**config.mk**
```make
export PLATFORM = sky130hd
export DESIGN_NAME = ecc_op_sequencer
export DESIGN_NICKNAME = d
export VERILOG_FILES = /design/src/rtl/ecc_pkg.sv /design/src/rtl/ecc_noise_mask.sv /design/src/rtl/ecc_op_sequencer.sv
export SDC_FILE = /design/constraint.sdc
export NUM_CORES = 1
export LEC_CHECK = 0
export CAP_MARGIN = 0
export CELL_PAD_IN_SITES_DETAIL_PLACEMENT = 0
export CELL_PAD_IN_SITES_GLOBAL_PLACEMENT = 1
export CORE_ASPECT_RATIO = 1.75
export CORE_UTILIZATION = 32
export DETAILED_ROUTE_END_ITERATION = 8
export MAX_ROUTING_LAYER = met4
export PLACE_DENSITY_LB_ADDON = 0.1
export SLEW_MARGIN = 10
export SYNTH_ARGS = -nofsm -noshare
export SYNTH_HDL_FRONTEND = slang
export SYNTH_SLANG_ARGS = --single-unit
```
**constraint.sdc**
```tcl
create_clock -name clk -period 4.3 [get_ports clk]
set_input_delay 1.075 -clock clk [delete_from_list [all_inputs] [get_ports clk]]
set_output_delay 1.075 -clock clk [all_outputs]
set_load 0.01 [all_outputs]
```
**src/rtl/ecc_pkg.sv**
```systemverilog
// Shared codes for the ECC operation sequencer: request modes, width codes,
// error-count codes, FSM state encoding and the width-to-mask helper.
package ecc_pkg;

  localparam logic [1:0] MODE_ENC  = 2'b00;
  localparam logic [1:0] MODE_DEC  = 2'b01;
  localparam logic [1:0] MODE_FULL = 2'b10;
  localparam logic [1:0] MODE_RSVD = 2'b11;

  localparam logic [1:0] WIDTH_8   = 2'b00;
  localparam logic [1:0] WIDTH_16  = 2'b01;
  localparam logic [1:0] WIDTH_32  = 2'b10;
  localparam logic [1:0] WIDTH_ILL = 2'b11;

  localparam logic [1:0] ERR_NONE  = 2'b00;
  localparam logic [1:0] ERR_ONE   = 2'b01;
  localparam logic [1:0] ERR_TWO   = 2'b10;

  typedef enum logic [2:0] {
    ST_IDLE      = 3'd0,
    ST_ENC       = 3'd1,
    ST_NOISE_ADD = 3'd2,
    ST_DEC       = 3'd3,
    ST_DONE      = 3'd4
  } state_e;

  function automatic logic [31:0] width_mask(input logic [1:0] width);
    case (width)
      WIDTH_8:  width_mask = 32'h0000_00FF;
      WIDTH_16: width_mask = 32'h0000_FFFF;
      default:  width_mask = 32'hFFFF_FFFF;
    endcase
  endfunction

  function automatic logic req_legal(input logic [1:0] mode, input logic [1:0] width);
    req_legal = (mode != MODE_RSVD) && (width != WIDTH_ILL);
  endfunction

endpackage

```
**src/rtl/ecc_noise_mask.sv**
```systemverilog
// Channel noise injection: flips codeword bits selected by the noise pattern,
// restricted to the active codeword width.
module ecc_noise_mask
  import ecc_pkg::*;
#(
  parameter int W = 32
) (
  input  logic [W-1:0] codeword_i,
  input  logic [W-1:0] noise_i,
  input  logic [1:0]   width_i,
  output logic [W-1:0] noisy_o
);

  logic [W-1:0] mask;

  assign mask    = W'(width_mask(width_i));
  assign noisy_o = codeword_i ^ (noise_i & mask);

endmodule

```
**src/rtl/ecc_op_sequencer.sv**
```systemverilog
// Sequences one encode / decode / full-channel operation on the ECC datapath.
// Optional per-phase dp_done timeout is enabled by defining ECC_SEQ_TIMEOUT_EN.
module ecc_op_sequencer
  import ecc_pkg::*;
#(
  parameter int AMBA_WORD      = 32,
  parameter int TIMEOUT_CYCLES = 1024
) (
  input  logic                 clk,
  input  logic                 rst,
  input  logic                 ctrl_wr,
  input  logic [AMBA_WORD-1:0] CTRL,
  input  logic [AMBA_WORD-1:0] DATA_IN,
  input  logic [AMBA_WORD-1:0] CODEWORD_WIDTH,
  input  logic [AMBA_WORD-1:0] NOISE,
  output logic                 dp_start,
  output logic                 dp_mode,
  output logic [1:0]           dp_width,
  output logic [AMBA_WORD-1:0] dp_data,
  input  logic                 dp_done,
  input  logic [AMBA_WORD-1:0] dp_result,
  input  logic [1:0]           dp_num_errors,
  output logic [AMBA_WORD-1:0] DATA_OUT,
  output logic [1:0]           NUM_OF_ERRORS,
  output logic                 operation_done,
  output logic                 busy,
  output logic                 op_error,
  output state_e               dbg_state_o
);

  // Datapath handshake: dp_start is a one-cycle request with no backpressure;
  // dp_done is a one-cycle response, honoured only while in ENC or DEC.
  state_e               state_q, state_d;
  logic [1:0]           mode_q, mode_d, width_q, width_d;
  logic [AMBA_WORD-1:0] op_q, op_d, noise_q, noise_d, data_out_q, data_out_d;
  logic [1:0]           nerr_q, nerr_d;
  logic                 done_q, done_d, err_q, err_d, first_q, first_d;
  logic                 waiting, timeout;
  logic [AMBA_WORD-1:0] noisy;
  logic                 unused_hi_bits;

  assign unused_hi_bits = ^{CTRL[AMBA_WORD-1:2], CODEWORD_WIDTH[AMBA_WORD-1:2]};
  assign waiting        = (state_q == ST_ENC) || (state_q == ST_DEC);

  ecc_noise_mask #(.W(AMBA_WORD)) u_noise (
    .codeword_i (op_q),
    .noise_i    (noise_q),
    .width_i    (width_q),
    .noisy_o    (noisy)
  );

`ifdef ECC_SEQ_TIMEOUT_EN
  localparam int CNT_W = $clog2(TIMEOUT_CYCLES) + 1;
  logic [CNT_W-1:0] cnt_q, cnt_d;

  assign timeout = waiting && !dp_done && (cnt_q == CNT_W'(TIMEOUT_CYCLES - 1));

  always_comb begin
    cnt_d = cnt_q;
    if (first_d)      cnt_d = '0;
    else if (waiting) cnt_d = cnt_q + 1'b1;
  end

  always_ff @(posedge clk) begin
    if (!rst) cnt_q <= '0;
    else      cnt_q <= cnt_d;
  end
`else
  localparam int unused_timeout_cycles = TIMEOUT_CYCLES;
  assign timeout = 1'b0;
`endif

  always_comb begin
    state_d    = state_q;
    mode_d     = mode_q;
    width_d    = width_q;
    op_d       = op_q;
    noise_d    = noise_q;
    data_out_d = data_out_q;
    nerr_d     = nerr_q;
    done_d     = done_q;
    err_d      = err_q;
    case (state_q)
      ST_IDLE: begin
        if (ctrl_wr) begin
          if (req_legal(CTRL[1:0], CODEWORD_WIDTH[1:0])) begin
            mode_d  = CTRL[1:0];
            width_d = CODEWORD_WIDTH[1:0];
            op_d    = DATA_IN;
            noise_d = NOISE;
            done_d  = 1'b0;
            err_d   = 1'b0;
            state_d = (CTRL[1:0] == MODE_DEC) ? ST_DEC : ST_ENC;
          end else begin
            err_d  = 1'b1;
            done_d = 1'b1;
          end
        end
      end
      ST_ENC: begin
        if (dp_done) begin
          if (mode_q == MODE_FULL) begin
            op_d    = dp_result;
            state_d = ST_NOISE_ADD;
          end else begin
            data_out_d = dp_result;
            nerr_d     = ERR_NONE;
            state_d    = ST_DONE;
          end
        end else if (timeout) begin
          data_out_d = '0;
          nerr_d     = ERR_NONE;
          err_d      = 1'b1;
          state_d    = ST_DONE;
        end
      end
      ST_NOISE_ADD: begin
        op_d    = noisy;
        state_d = ST_DEC;
      end
      ST_DEC: begin
        if (dp_done) begin
          data_out_d = dp_result;
          nerr_d     = dp_num_errors;
          state_d    = ST_DONE;
        end else if (timeout) begin
          data_out_d = '0;
          nerr_d     = ERR_NONE;
          err_d      = 1'b1;
          state_d    = ST_DONE;
        end
      end
      ST_DONE: begin
        done_d  = 1'b1;
        state_d = ST_IDLE;
      end
      default: state_d = ST_IDLE;
    endcase
  end

  // ENC and DEC are never entered from each other, so any entry is a fresh phase.
  assign first_d = (state_d != state_q) && ((state_d == ST_ENC) || (state_d == ST_DEC));

  always_ff @(posedge clk) begin
    if (!rst) begin
      state_q    <= ST_IDLE;
      mode_q     <= '0;
      width_q    <= '0;
      op_q       <= '0;
      noise_q    <= '0;
      data_out_q <= '0;
      nerr_q     <= '0;
      done_q     <= 1'b0;
      err_q      <= 1'b0;
      first_q    <= 1'b0;
    end else begin
      state_q    <= state_d;
      mode_q     <= mode_d;
      width_q    <= width_d;
      op_q       <= op_d;
      noise_q    <= noise_d;
      data_out_q <= data_out_d;
      nerr_q     <= nerr_d;
      done_q     <= done_d;
      err_q      <= err_d;
      first_q    <= first_d;
    end
  end

  assign dp_start       = first_q;
  assign dp_mode        = (state_q == ST_DEC);
  assign dp_width       = width_q;
  assign dp_data        = waiting ? op_q : '0;
  assign DATA_OUT       = data_out_q;
  assign NUM_OF_ERRORS  = nerr_q;
  assign operation_done = done_q;
  assign op_error       = err_q;
  assign busy           = (state_q != ST_IDLE);
  assign dbg_state_o    = state_q;

endmodule

```
* Yosys cells after proc, flatten, opt, wreduce, memory -nomap -nowiden
Index checks and enable logic that the tools add are counted.
** Operators by class
- Reduce and logical (&&, ||, !) cells :: 15
- Eq/ne operators :: 18
- Multiplexer cells :: 25
- Bitwise operators :: 2
** Operators by type and width (number)
- 32-bit 2-to-1 mux :: 8
- 32-bit one-hot mux with 2 select lines :: 2
- 32-bit one-hot mux with 3 select lines :: 1
- 32-bit AND :: 1
- 32-bit bitwise XOR :: 1
- 3-bit 2-to-1 mux :: 5
- 2-bit != test (second input constant) :: 6
- 3-bit one-hot mux with 4 select lines :: 1
- 3-bit by 2-bit == test with 1-bit output (second input constant) :: 3
- 2-bit 2-to-1 mux :: 4
- 3-bit by 1-bit == test with 1-bit output (second input constant) :: 2
- 3-bit nonzero test :: 2
- 5-bit AND reduction :: 1
- 2-bit by 1-bit == test with 1-bit output (second input constant) :: 2
- 2-bit by 1-bit != test with 1-bit output (second input constant) :: 2
- 2-bit one-hot mux with 2 select lines :: 1
- 2-bit AND reduction :: 2
- 4-bit AND reduction :: 1
- 2-bit nonzero test :: 2
- 3-bit == test (second input constant) :: 1
- 3-bit zero test :: 1
- 3-bit != test :: 1
- 3-bit AND reduction :: 1
- 2-bit == test (second input constant) :: 1
- other kinds (5) :: 8
** Storage, ports and cells
- Register bits after elaboration :: 108
- Word-level logic and storage cells :: 70
- Output and inout port bits :: 76
- Input bits :: 166

* Depth between registers and ports, before layout
Gate-level depths: netlist of run 1.
- Depth after elaboration :: 8
- Depth in mapped cells :: 8
- Gate-level depth less buffers :: 5

* Hierarchy
From an unflattened synthesis of run 1, not the netlist that was laid out.
** Unflattened totals
- Cell total of the unflattened synthesis :: 732
- Area, all modules :: 5848.1 µm²
** Modules (own cells, without submodules)
- ecc_op_sequencer :: area an instance 5430.2 µm², cells each 674, times used 1, seq. area each 2162.1 µm²
- ecc_noise_mask :: area an instance 417.9 µm², cells each 58, times used 1, seq. area each 0.0 µm²

* Least setup slack after synthesis of run 1
OpenSTA, ideal clock, no wires.
- Path type :: flip-flop to output port
- Start :: register state_q[1], in the netlist dbg_state_o[1]
- End :: output port dp_mode
- Cell stages (with the launch flop) :: 6
- Arrival :: 1.311 ns
- Path slack :: 1.914 ns
- Data required time :: 3.225 ns
- Cells stage by stage :: dfxtp_1 buf_2 buf_4 buf_2 inv_1 nor2_1
** Between the ends
- Longest elaborated chain between the ends :: 1
** Ends and longest elaborated chain
- start: declaration :: line ecc_op_sequencer.sv:33 : state_e state_q, state_d;
- start signal: assignment :: line ecc_op_sequencer.sv:157 : state_q <= state_d;
- 3-bit by 2-bit == test with 1-bit output :: line ecc_op_sequencer.sv:171 : assign dp_mode = (state_q == ST_DEC);
- end: declaration :: line ecc_op_sequencer.sv:17 : output logic dp_mode,
No other way between the ends.

* Final worst setup path of run 1
- Start :: register state_q[2], in the netlist dbg_state_o[2]
- End :: output port dp_data[5]
** Between the ends
- Longest elaborated chain between the ends :: 3
- Elaborated cells on any way between the ends :: 4
- Classes of those cells :: eq/ne (2); mux (1); reduce/logical (1)
** Ends and longest elaborated chain
- 3-bit by 1-bit == test with 1-bit output or 3-bit by 2-bit == test with 1-bit output (tied branches) :: line ecc_op_sequencer.sv:43 : assign waiting = (state_q == ST_ENC) || (state_q == ST_DEC);
- 1-bit logical OR * :: line ecc_op_sequencer.sv:43
- 32-bit 2-to-1 mux * :: line ecc_op_sequencer.sv:173 : assign dp_data = waiting ? op_q : '0;
- end: declaration :: line ecc_op_sequencer.sv:19 : output logic [AMBA_WORD-1:0] dp_data,
Every way passes the cells marked *; elsewhere a longest branch is shown, timed or not.

==> results summary, run 1 <==
The run finished with clean final reports. The maximum resistive drop on vdd came out at 0.250 mV. The post-synthesis area per instance is 7.93 sq um.

The reported leakage power came out at 2.50 nW. After clock tree synthesis, the repair step resized 0 gates. The first-iteration detailed-routing DRC count came out at 333. For this run, design rule violations remaining after detail routing come to 0.

The highest attainable clock frequency came out at 275 MHz. The power per cell area came out at 363 nW/um^2. Grouping stages by cell kind, the critical path spends the most delay in buffers and inverters. Together, buffers and inverters on the worst path number 2. After detailed routing, the average wire length per cell comes to 18.3 microns. At the end of routability-driven placement, the weighted congestion stood at 0.818. Traced cell by cell, the critical path runs through nand2b_1, buf_4, nor2_1, clkdlybuf4s50_1. The CTS sink count came out at 108. TritonCTS built the clock tree. Detailed placement ended at an HPWL of 13300 microns. The slew at the pin closest to its max-slew limit came out at 1.07 ns.

The data required time of the critical path came out at 3.22 ns. The minimum setup slack after placement is 0.834 ns. The global router's overall resource usage is 0.222. The ratio of cells with drive above 1 in the final layout is 0.0614. The number of enable flip-flop cells after synthesis came out at 0.

The total count of hold-check failures in the final report came out at 0. Leaving out fill and tap cells, the most frequent cell in the layout is clkdlybuf4s50_1. Summing all multi-input logic gate instances after layout gives 2940 sq um. The setup total negative slack came out at 0 ns. The core area came out at 16500 sq um. In this run the remaining antenna-violating nets after routing total 0. After synthesis the cells add up to 5440 sq um. The sequential cell area in the final layout is 2160 sq um. The number of buffers added for setup after CTS came out at 0. The count of buffers added on input and output ports is 181.

The worst setup path is launched from a flip-flop. The total number of H-tree levels came out at 3. The number of ports placed on the die boundary came out at 242. The number of vias per cell after detailed routing is 5.34.

The fraction of synthesis flops using an asynchronous set or reset pin is 0. The register bit total from synthesis is 108. The repair_antennas step left the layout with diodes totalling 0. The final layout contains 992 nets. The total length of routed wires is 19300 microns. Following the worst setup path forward leads to its endpoint at dp_data[5]. The post-synthesis cell type count came out at 53.

The sequential element share of the synthesized area came out at 0.397. The maximum fanout encountered on the critical timing path is 19. In the layout the commonest cells are clkdlybuf4s50_1 (181), nand2_1 (159), dfxtp_1 (106).

The library cell contributing the largest single delay on the critical path is dfxtp_1. The max capacitance violation total came out at 0. In this run the critical register-to-register path is launched from dbg_state_o[1]$_SDFF_PN0_. The path class of the tightest hold or removal check is reg2reg. The critical path's largest stage delay came out at 0.64 ns. The critical path in this run is classified as reg2out. For this run, the leading register cell type out of synthesis is dfxtp_1. The number of rows created at floorplan came out at 62. The count of final max-slew check failures is 0. The overall die height came out at 175 microns. The maximum number of buffers from clock root to sink came out at 2. The number of vias in the routed layout is 5632. STA classifies the critical path endpoint as an output port. The area added between synthesis and finish is 41.2%.

The instance count of the mapped netlist came out at 686. The global-route wire length before repair came out at 29600 microns. The critical path starts at dbg_state_o[2]$_SDFF_PN0_.

During synthesis, Yosys emitted a total of 0 warnings. Setup repair after global routing left no endpoint under its margin. The number of stages on the worst setup path came out at 4.

In this run the clock root is driven by a clkbuf_16. The layout has 1685 filler cells. The number of antenna violations at the first check in global routing was 0. The die covers 17600 sq um. The worst register-to-register path ends at op_q[13]$_SDFFE_PN0P_. The initial core utilization is 0.329.

The endpoint arrival time on the critical path came out at 2.56 ns. At the later pin of the worst-skew pair, clock insertion delay measures 0.35 ns. The largest net degree at the start of global routing is 76. The synthesized net count is 852.

The worst reg2reg path depth came out at 5. The via count of the first global-routing pass is 5423. The portion of the clock cycle consumed by the worst path in the final layout is 0.844. The clock transition time at the flip-flop clock pins of the worst setup and hold paths came out at 0.08 ns. The number of clock buffers inserted by TritonCTS is 9.

The worst pin sits at a relative slew slack of 0.288. The number of hold buffers added after CTS was 0. The final-report setup violation count is 0.

The worst path meets setup with 0.669 ns of slack. The clock tree skew after final layout is 0.0189 ns. The number of iterations in the first detailed-routing pass is 4. The remaining global-route overflow came out at 0. Setup slack on the worst reg-to-reg path comes out at 1.56 ns. Counting I/O delays and the setup requirement, the final critical path takes 3.63 ns. The die is 101 microns wide.
## through the flow
step / util / cells / power (mW) / cell area [sq um] / hold slack (ns)
global route: 0.465 / 1055 / 2.92 / 7680 / 0.468
detailed placement: 0.445 / 1039 / 1.88 / 7350 / 0.446
finish: 0.465 / 1055 / 2.79 / 7680 / 0.454
floorplan: - / 686 / 1.57 / 5440 / 0.437
CTS: 0.465 / 1055 / 2.81 / 7680 / 0.457
global placement: 0.445 / 1039 / 1.86 / 7350 / 0.440
## sequential cells by signal, summed over array words and instances, names as in the netlist
name            count
dp_width            2
op_error            1
op_q               32
operation_done      1
DATA_OUT           32
mode_q              2
NUM_OF_ERRORS       2
dp_start            1
noise_q            32
dbg_state_o         3
## Yosys cell counts, types with 3 or more instances
| cell | n | area, sq um |
|---|---|---|
| a2111oi_0 | 8 | 70.1 |
| a211oi_1 | 8 | 60.1 |
| a21oi_1 | 98 | 490 |
| a311oi_1 | 15 | 131 |
| a32o_1 | 8 | 80.1 |
| and2_1 | 25 | 156 |
| and4_1 | 8 | 70.1 |
| buf_2 | 24 | 120 |
| buf_4 | 8 | 60.1 |
| clkbuf_1 | 28 | 105 |
| dfxtp_1 | 108 | 2160 |
| inv_1 | 9 | 33.8 |
| nand2_1 | 159 | 597 |
| nand3_1 | 12 | 60.1 |
| nand4b_1 | 8 | 70.1 |
| nor2_1 | 19 | 71.3 |
| nor3_1 | 3 | 15.0 |
| nor3b_1 | 9 | 67.6 |
| nor4bb_1 | 6 | 60.1 |
| o211ai_1 | 9 | 67.6 |
| o21a_1 | 8 | 60.1 |
| o21ai_0 | 8 | 40.0 |
| o221ai_1 | 30 | 263 |
| o22ai_1 | 16 | 100 |
| or2_2 | 3 | 18.8 |
| xnor2_1 | 15 | 131 |
## worst min-delay path, stage by stage (launching register included)
cell and delay (ns):
dfxtp_1 0.31, nand2_1 0.05, a21oi_1 0.05
## power by group
part | leakage, nW | internal, mW | switching [mW]
combinational | 1.46 | 0.328 | 0.380
sequential | 0.883 | 1.09 | 0.0623
clock | 0.160 | 0.522 | 0.411
total | 2.50 | 1.94 | 0.853
## how the worst min path moves through the flow
stage	cells after the start	slack, ns	endpoint	start
global placement	2	0.44	NUM_OF_ERRORS[1]$_SDFFE_PN0P_	NUM_OF_ERRORS[1]$_SDFFE_PN0P_
detailed placement	2	0.45	NUM_OF_ERRORS[1]$_SDFFE_PN0P_	NUM_OF_ERRORS[1]$_SDFFE_PN0P_
CTS	2	0.46	DATA_OUT[0]$_SDFFE_PN0P_	DATA_OUT[0]$_SDFFE_PN0P_
global route	2	0.47	DATA_OUT[23]$_SDFFE_PN0P_	DATA_OUT[23]$_SDFFE_PN0P_
finish	2	0.45	DATA_OUT[27]$_SDFFE_PN0P_	DATA_OUT[27]$_SDFFE_PN0P_
floorplan	2	0.44	noise_q[16]$_SDFFE_PN0P_	noise_q[16]$_SDFFE_PN0P_
## kinds of logic after synthesis
logic type	after synthesis	share of synthesized area
compound gates	218	0.267
simple gates	267	0.243
flops	108	0.397
xor+xnor	16	0.0258
buf+inv	77	0.0671
## layer usage
metal,vias to the layer above,share of wire,global-route usage,wire [microns]
met3,22,0.059,0.0382,1140
met2,224,0.50,0.371,9680
met1,2640,0.42,0.271,8090
met5,-,0,-,0
li1,2746,-,-,-
met4,0,0.018,0.0652,354
## area by class of cell
| class | count | area share |
|---|---|---|
| Clock inverter | 7 | 0.0140 |
| Multi-Input combinational cell | 501 | 0.382 |
| Sequential cell | 108 | 0.282 |
| Clock buffer | 9 | 0.0293 |
| Inverter | 12 | 0.00603 |
| Timing Repair Buffer | 194 | 0.250 |
| Tap cell | 224 | 0.0365 |
No activity file was read; power rests on OpenSTA's default activity.
==> run 2, diff against run 1 <==
--- a/config.mk
+++ b/config.mk
@@ -9,7 +9,7 @@
 export CELL_PAD_IN_SITES_DETAIL_PLACEMENT = 0
 export CELL_PAD_IN_SITES_GLOBAL_PLACEMENT = 1
 export CORE_ASPECT_RATIO = 1.75
-export CORE_UTILIZATION = 32
+export CORE_UTILIZATION = 27
 export DETAILED_ROUTE_END_ITERATION = 8
 export MAX_ROUTING_LAYER = met4
 export PLACE_DENSITY_LB_ADDON = 0.1
==> constraint.sdc (replaced) <==
create_clock -name clk -period 3.06 [get_ports clk]
set_input_delay 0.765 -clock clk [delete_from_list [all_inputs] [get_ports clk]]
set_output_delay 0.765 -clock clk [all_outputs]
set_load 0.01 [all_outputs]
==> results summary, run 2 (synthesis gave the netlist of run 1 again) <==
The number of buffers inserted by hold repair at cts is 0 (unchanged). The clock transition time at the flip-flop clock pins of the worst setup and hold paths came out at 0.07 ns (about the same). The overall die height is 190 microns (+8.8%). The flow ran to the end, and the final reports show no timing, DRC or antenna violations.

The first-iteration detailed-routing DRC count was 333 (unchanged). The count of nets left with antenna violations after detail routing came out at 0 (unchanged). The start-to-end type of the worst setup path is reg2out. The number of vias per cell after detailed routing is 5.23 (-2.0%).

In this run the clock root is driven by a clkbuf_16. The initial core utilization came out at 0.276 (-0.0536). The detailed route wirelength on metal2 is 10300 microns (+6.6%). The total number of nets in the final design came out at 1010 (+1.8%). The setup total negative slack came out at 0 ns (unchanged). The clock tree skew after final layout is 0.0141 ns (-0.00471 ns). The slew at the pin closest to its max-slew limit is 1.11 ns (+0.0433 ns). The uppermost layer routed is met4. The global router's overall resource usage came to 0.203 (-0.0189). The weighted congestion reported at the end of routability-driven placement is 0.766 (-6.3%).

The total die area is 20700 sq um (+18%). The length of routed met3 wiring came out at 1130 microns (-0.70%). The area added between synthesis and finish is 43.8%. The count of unresolved DRC violations after routing is 0 (unchanged). The worst setup path is captured at an output port.

STA classifies the critical path startpoint as a flip-flop. The maximum resistive drop on vdd was 0.226 mV (-9.6%). Derived from the worst setup path, the maximum achievable clock frequency is 362 MHz.

The core area came out at 19700 sq um (+19%). The number of ports placed on the die boundary is 242 (unchanged). The data required time of the critical path is 2.29 ns (-0.93 ns).

The number of rows created at floorplan came out at 68 (+9.7%). Of the available clock period, the critical path in the final layout requires 0.902. The worst-case headroom to the max-slew limit is 0.258 (-0.0298). The count of final max-slew check failures came out at 0 (unchanged).

The top cell types in the final layout, fill and taps aside, are clkdlybuf4s50_1 (181), nand2_1 (159), dfxtp_1 (106). The endpoint arrival time on the critical path is 1.99 ns (-0.57 ns). The number of clock buffers inserted by TritonCTS came out at 9 (unchanged). The max capacitance violation total is 0 (unchanged). The number of vias in the routed layout is 5729 (+1.7%). The via count of the first global-routing pass is 5516 (+1.7%). The total of buffers placed on input and output ports was 181 (unchanged). The number of instances resized during post-cts repair is 0 (unchanged).

The routed length per instance came to 18.6 microns (+2.1%). The reported leakage power came out at 2.58 nW (+3.2%). The TritonCTS clock tree is built. The half-perimeter wire length after placement came out at 14700 microns (+11%). The number of antenna violations at the first check in global routing came out at 1 (+1).

The detailed-routing wirelength on met1 came out at 8420 microns (+4.0%). The total number of H-tree levels is 3 (unchanged). The global-route wire length before repair is 31200 microns (+5.3%). The total length of routed wires came out at 20400 microns (+5.9%). The power per cell area came out at 504 nW/um^2 (+39%).

The remaining global-route overflow was 0 (unchanged). The worst hold path belongs to the class reg2reg. The source-to-sink clock delay at the later pin of the worst-skew pair is 0.36 ns (about the same).

The library cell used most frequently in the layout, excluding fill and tap cells, is clkdlybuf4s50_1. The CTS sink count is 108 (unchanged). The total count of hold-check failures in the final report is 0 (unchanged). The largest net degree at the start of global routing is 35 (-54%). The core occupancy in the finished layout is 0.396 (-0.0685). The number of iterations in the first detailed-routing pass is 4 (unchanged). The number of buffers added for setup after CTS came out at 0 (unchanged). The ratio of cells with drive above 1 in the final layout is 0.0813 (+0.0199). The maximum fanout encountered on the critical timing path is 19 (unchanged). The final-report setup violation count came out at 0 (unchanged). The maximum number of buffers from clock root to sink is 2 (unchanged). For the finished layout, the period the worst path requires is 2.76 ns. The width of the die came to 109 microns (+8.7%). Setup repair after global routing left no endpoint under its margin.
==> run 2: changes by cell type in the layout (fill, tap and decap cells not counted) <==
cell / before / now
clkinv_4: 2 / 0
clkbuf_8: 0 / 1
clkinv_2: 1 / 3
inv_6: 0 / 1
buf_12: 1 / 0
buf_4: 12 / 31
diode_2: 0 / 1
inv_8: 2 / 0
==> run 2: where the power goes <==
part | switching, mW | internal, mW
Sequential | 0.0877 | 1.53
Clock | 0.564 | 0.741
Combinational | 0.541 | 0.483
Total | 1.19 | 2.75
==> run 2: layout make-up <==
type                            instances  area, sq um
Timing Repair Buffer                  212         2040
Multi-Input combinational cell        501         2940
Sequential cell                       108         2160
Tap cell                              245          307
Fill cell                            2048        11900
Inverter                               12         46.3
Clock inverter                          6         86.3
Antenna cell                            1         2.50
Clock buffer                           10          239
==> run 2: metal layers <==
metal / global-route usage / up-vias
li1: - / 2783
met1: 0.244 / 2721
met2: 0.337 / 202
met3: 0.0322 / 23
met4: 0.0759 / 0
met5: - / -
==> run 2: final timing paths <==
kind / startpoint / end / slack (ns) / cells after the start
worst max register to register: dbg_state_o[1]$_SDFF_PN0_ / op_q[29]$_SDFFE_PN0P_ / 0.74 / 5
worst max-delay path: dbg_state_o[0]$_SDFF_PN0_ / dp_data[19] / 0.30 / 4
worst min register to register: NUM_OF_ERRORS[1]$_SDFFE_PN0P_ / NUM_OF_ERRORS[1]$_SDFFE_PN0P_ / 0.45 / 2
worst min-delay path: NUM_OF_ERRORS[1]$_SDFFE_PN0P_ / NUM_OF_ERRORS[1]$_SDFFE_PN0P_ / 0.45 / 2
==> run 2: critical path: stages (launching register included) <==
cell	delay (ns)
dfxtp_2	0.43
nor2b_2	0.21
buf_4	0.25
and2_1	0.20
clkdlybuf4s50_1	0.55
==> run 2: per-stage QoR <==
| step | instance area (sq um) | setup slack (ns) | power, mW | hold slack [ns] | cells |
|---|---|---|---|---|---|
| detailed placement | 7500 | 0.00844 | 2.67 | 0.443 | 1078 |
| CTS | 7820 | 0.246 | 3.99 | 0.454 | 1094 |
| floorplan | 5440 | 0.984 | 2.21 | 0.437 | 686 |
| finish | 7830 | 0.300 | 3.94 | 0.452 | 1095 |
| global placement | 7500 | 0.0903 | 2.65 | 0.441 | 1078 |
| global route | 7830 | 0.163 | 4.16 | 0.471 | 1095 |
==> run 3, diff against run 2 <==
--- a/config.mk
+++ b/config.mk
@@ -13,6 +13,7 @@
 export DETAILED_ROUTE_END_ITERATION = 8
 export MAX_ROUTING_LAYER = met4
 export PLACE_DENSITY_LB_ADDON = 0.1
+export SKIP_LAST_GASP = 1
 export SLEW_MARGIN = 10
 export SYNTH_ARGS = -nofsm -noshare
 export SYNTH_HDL_FRONTEND = slang
==> results of run 3 <==
No change in the layout: final DEF, timing and power equal those of run 2.
